`config.mk`:
```
export PLATFORM = sky130hd
export DESIGN_NAME = spi_frame_assembler
export DESIGN_NICKNAME = d
export VERILOG_FILES = /design/src/rtl/spi_frame_assembler.sv
export SDC_FILE = /design/constraint.sdc
export NUM_CORES = 1
export LEC_CHECK = 0
export CORE_MARGIN = 2
export CORE_UTILIZATION = 43
export CTS_CLUSTER_DIAMETER = 50
export DETAILED_ROUTE_END_ITERATION = 16
export HOLD_SLACK_MARGIN = 0.1
export PLACE_DENSITY = 0.68
export SYNTH_ARGS = -nofsm -noshare
export SYNTH_HDL_FRONTEND = slang
export SYNTH_SLANG_ARGS = --single-unit
```
`constraint.sdc`:
```
create_clock -name clk -period 3.25 [get_ports clk]
set_input_delay 0.975 -clock clk [delete_from_list [all_inputs] [get_ports clk]]
set_output_delay 0.975 -clock clk [all_outputs]
set_load 0.01 [all_outputs]
```
`src/rtl/spi_frame_assembler.sv`:
```
// rtl/spi_frame_assembler.sv - SPI byte-to-frame assembler with XOR check byte; optional inter-byte timeout under FRAME_TIMEOUT_EN
module spi_frame_assembler #(
    parameter int ERR_W   = 8,
    parameter int TIMEOUT = 4096
) (
    input  logic             clk,
    input  logic             rst_n,
    input  logic             rx_strobe,
    input  logic [7:0]       rx_byte,
    input  logic             SSEL,
    output logic [23:0]      word_data,
    output logic             word_valid,
    output logic             parity_ok,
    output logic             frame_err,
    output logic [ERR_W-1:0] err_count,
    output logic [31:0]      sent_data
);

    typedef enum logic [1:0] {IDX0, IDX1, IDX2, IDX3} idx_t;

    idx_t        idx;
    idx_t        idx_cap;
    idx_t        idx_next;
    logic        cap_pend;
    logic        ssel_meta;
    logic        ssel_sync;
    logic        ssel_prev;
    logic        deselect;
    logic [23:0] shadow;
    logic [7:0]  calc;
    logic        check_good;
    logic        complete;
    logic        short_err;
    logic        tmo_expire;
    logic        err_next;

    assign deselect   = ssel_sync & ~ssel_prev;
    assign calc       = shadow[23:16] ^ shadow[15:8] ^ shadow[7:0];
    assign check_good = (rx_byte == calc);
    assign complete   = cap_pend && (idx == IDX3);
    assign err_next   = short_err | tmo_expire | (complete & ~check_good);

`ifdef FRAME_TIMEOUT_EN
    localparam int TMO_W = $clog2(TIMEOUT + 1);

    logic [TMO_W-1:0] tmo_cnt;

    // A capture always beats expiry; the counter only matters mid-frame.
    assign tmo_expire = (idx != IDX0) && !cap_pend && (tmo_cnt == TMO_W'(TIMEOUT - 1));

    // Inter-byte idle counter: restarts on every capture, parked while idle at IDX0
    always_ff @(posedge clk or negedge rst_n) begin
        if (!rst_n) begin
            tmo_cnt <= '0;
        end else if (cap_pend || idx_next == IDX0) begin
            tmo_cnt <= '0;
        end else begin
            tmo_cnt <= tmo_cnt + 1'b1;
        end
    end
`else
    // Without the timer a partial frame waits for bytes or a deselect; TIMEOUT is inert.
    assign tmo_expire = 1'b0 & (TIMEOUT == 0);
`endif

    // Strobe delay and SSEL synchroniser with edge register
    always_ff @(posedge clk or negedge rst_n) begin
        if (!rst_n) begin
            cap_pend  <= 1'b0;
            ssel_meta <= 1'b1;
            ssel_sync <= 1'b1;
            ssel_prev <= 1'b1;
        end else begin
            cap_pend  <= rx_strobe;
            ssel_meta <= SSEL;
            ssel_sync <= ssel_meta;
            ssel_prev <= ssel_sync;
        end
    end

    // Byte index state register
    always_ff @(posedge clk or negedge rst_n) begin
        if (!rst_n) begin
            idx <= IDX0;
        end else begin
            idx <= idx_next;
        end
    end

    // Next index: the capture advances first, then a deselect or timeout folds back to IDX0
    always_comb begin
        idx_cap   = idx;
        short_err = 1'b0;
        if (cap_pend) begin
            case (idx)
                IDX0:    idx_cap = IDX1;
                IDX1:    idx_cap = IDX2;
                IDX2:    idx_cap = IDX3;
                default: idx_cap = IDX0;
            endcase
        end
        idx_next = idx_cap;
        if (deselect) begin
            short_err = (idx_cap != IDX0);
            idx_next  = IDX0;
        end
        if (tmo_expire) begin
            idx_next = IDX0;
        end
    end

    // Shadow word collects b0..b2 MSB first
    always_ff @(posedge clk or negedge rst_n) begin
        if (!rst_n) begin
            shadow <= '0;
        end else if (cap_pend) begin
            case (idx)
                IDX0:    shadow[23:16] <= rx_byte;
                IDX1:    shadow[15:8]  <= rx_byte;
                IDX2:    shadow[7:0]   <= rx_byte;
                default: shadow        <= shadow;
            endcase
        end
    end

    // Frame report, reply word and saturating error counter
    always_ff @(posedge clk or negedge rst_n) begin
        if (!rst_n) begin
            word_data  <= '0;
            word_valid <= 1'b0;
            parity_ok  <= 1'b0;
            frame_err  <= 1'b0;
            err_count  <= '0;
            sent_data  <= '0;
        end else begin
            word_valid <= complete;
            frame_err  <= err_next;
            if (complete) begin
                word_data <= shadow;
                parity_ok <= check_good;
                if (check_good) begin
                    sent_data <= {shadow, calc};
                end
            end
            if (err_next && (err_count != {ERR_W{1'b1}})) begin
                err_count <= err_count + 1'b1;
            end
        end
    end

endmodule

```
==> results of run 1 <==
==> flip-flops by register name, indices dropped and copies added (netlist names) <==
register	cells
sent_data	32
shadow	24
word_data	24
err_count	8
idx	2
cap_pend	1
frame_err	1
parity_ok	1
ssel_meta	1
ssel_prev	1
ssel_sync	1
word_valid	1
==> per-stage QoR <==
stage	setup slack [ps]	TNS (ps)	utilization, %	instances	power (uW)
final	259.1	0	56.76	521	4962
after global placement	-93.92	-2264	54.37	505	4061
after CTS	260.1	0	56.76	521	5014
after floorplan	431.6	0	-	285	3218
after detailed placement	-113.8	-2535	54.37	505	4113
after global routing	131.9	0	56.76	521	5303
==> critical path, stage by stage <==
cell and delay [ps]:
clkdlybuf4s50_1 520, a32oi_1 250, o21ai_0 110, or3_4 430
nor4_4 270, buf_4 310, mux2_2 370
==> cell type report <==
cell class | count | share of cell area [%]
Clock buffer | 12 | 2.836
Clock inverter | 4 | 1.372
Inverter | 7 | 0.4802
Multi-Input combinational cell | 175 | 31.10
Sequential cell | 97 | 44.43
Tap cell | 133 | 3.041
Timing Repair Buffer | 93 | 16.74
==> cell usage after synthesis, types with 3 or more instances <==
library cell	instances	share of area (%)
inv_1	7	0.63
buf_6	3	0.80
nand3_1	4	0.48
mux2_2	50	13
xnor2_1	17	3.5
a211oi_1	3	0.54
o21ai_0	6	0.71
dfrtp_1	94	56
mux2_4	28	10
nand2_1	20	1.8
nor2_1	5	0.45
clkbuf_1	3	0.27
xor2_1	11	2.3
dfstp_2	3	1.9
ha_1	5	1.5
==> cell families after synthesis <==
| group | after synthesis |
|---|---|
| xor gates and xnor gates | 29 |
| buffers and inverters | 13 |
| and+or+nand+nor | 37 |
| DFF | 97 |
| muxes | 80 |
| adders and majority gates | 5 |
| AOI/OAI and AO/OA | 24 |
==> path summary, 6_finish.rpt <==
kind                            endpoint  slack, ps  depth (start not counted)
max                        sent_data[31]        260                          7
min reg2reg                    ssel_sync        360                          0
max reg2reg                sent_data[31]        580                          7
min                            ssel_sync        360                          0
min in group asynchronous  word_data[20]        640                          2
max in group asynchronous   sent_data[0]       2180                          2
==> report_power, final <==
part	total [uW]	internal, uW	switching (uW)	leakage [uW]
Clock	888	476	412	0.000109
Sequential	2060	1640	422	0.00121
Combinational	2010	1190	818	0.00106
Total	4960	3310	1650	0.00238
==> routing by layer <==
metal	GRT usage [%]	vias to the layer above	routed length [um]
met1	23.97	1279	3995
met3	3.186	9	300
li1	-	1193	-
met5	0	-	0
met4	7.490	0	146
met2	26.75	53	3889
==> run metrics, run 1 <==
syn_area_per_cell=between 10 and 15 um^2; distinct cell type count after synthesis=37; clock buffer depth=2; final hold viol count=0; n_diodes=0; layout cells sized above 1=29.90%; Slew headroom=~36%; Worst-path clk slew=90 ps; XOR/XNOR Fraction of Synth Area=6.220%; Port-buffer cells=78; DR vias=about 2500; Net Count, Synth=302; outcome=completed; CTS tree=done; antenna violations before repair=0; Area after DPL=5241 um^2; H-tree depth=3; max-slew violations=0; root buffer cell=clkbuf_8; starting density of the core=between 40% and 50%; Max Cap Viol=0; commonest non-fill, non-tap cell in the layout=dfrtp_1; number of global-route vias before repair=2635; most frequent cells in the layout=94 x dfrtp_1, 77 x clkdlybuf4s50_1, 50 x mux2_2; Post-synth ARST share=100.0%; worst-skew pair later-pin latency=360 ps; Min Hold Slack=360.0 ps; Core Rows=36; RSZ-0062 raised after global routing=no; 1st-pass router iterations=4; first-pass GRT wire length=13700 um; Placer Congestion=roughly 0.71; Power Density=between 900 and 1000 nW/um^2; sequential-to-total area share from yosys stat=57.83%; Post-CTS Hold Fix Bufs=0; Final Critical Period=between 2000 and 3000 ps; data required time of the worst path=3490 ps; Die W=slightly above 100 um; design area=5472 um^2; Die Ht=102.9 um; yosys warns=0; worst-margin pin slew=952.4 ps; CTS buffer count=9; Resize count post-CTS=0; CP Launch Point=rx_byte[6]; routed wire length=8330 um; post-synthesis mux area share=23.87%; Post-Synth Adder-Cell Area=1.488%; hold_sp=ssel_meta; Antenna Nets Post-Route=0; DP HPWL=between 5000 and 6000 um; Leakage=0.002380 uW; Core ar.=9639 um^2; fin nets=400; WS Path Type=in -> reg; Tot GR Track Use=between 10% and 20%; ys flop type=dfrtp_1; Max Freq=334.4 MHz; per-cell routed wire length=15.99 um; Die ar.=10580 um^2; Worst Skew=about 8 ps; Synth Cell Area=around 4200 um^2; # Post-CTS Setup Buffers=0; CP max FO=14; multi-input logic area=roughly 1700 um^2; Top Ports=a little under 80; CP Capture Type=register; peak supply drop=0.0003814 V; register area=2431 um^2; DRC Markers=0; Syn-to-layout area delta=30.15%; Fill cells=833; Via density=between 4 and 5; Critical Path AT=3240 ps; worst reg2reg startpoint=shadow[21]; GRT overflow=0; final setup fails=0; Cells after Synth=285; main combinational cell family by area after synthesis=multiplexers; #FFs+latches synth=just under 100; EDFF count, synth=0; pin count of the biggest net entering global routing=98; Post-Synth Simple-Gate Area=under 10%; Hold Crit Class=reg -> reg; Compound-Gate Fraction of Synth Area=4.524%; starting DRC count in detailed routing=92; final cycle utilization of the critical path=92.03%; crit start category=input pin; # clock sinks=97
(Power assumes the default switching activity.)
==> run 2: changes to the inputs <==
TNS_END_PERCENT = 1   (was default)
==> results of run 2 <==
No change in the layout: final DEF, timing and power equal those of run 1.
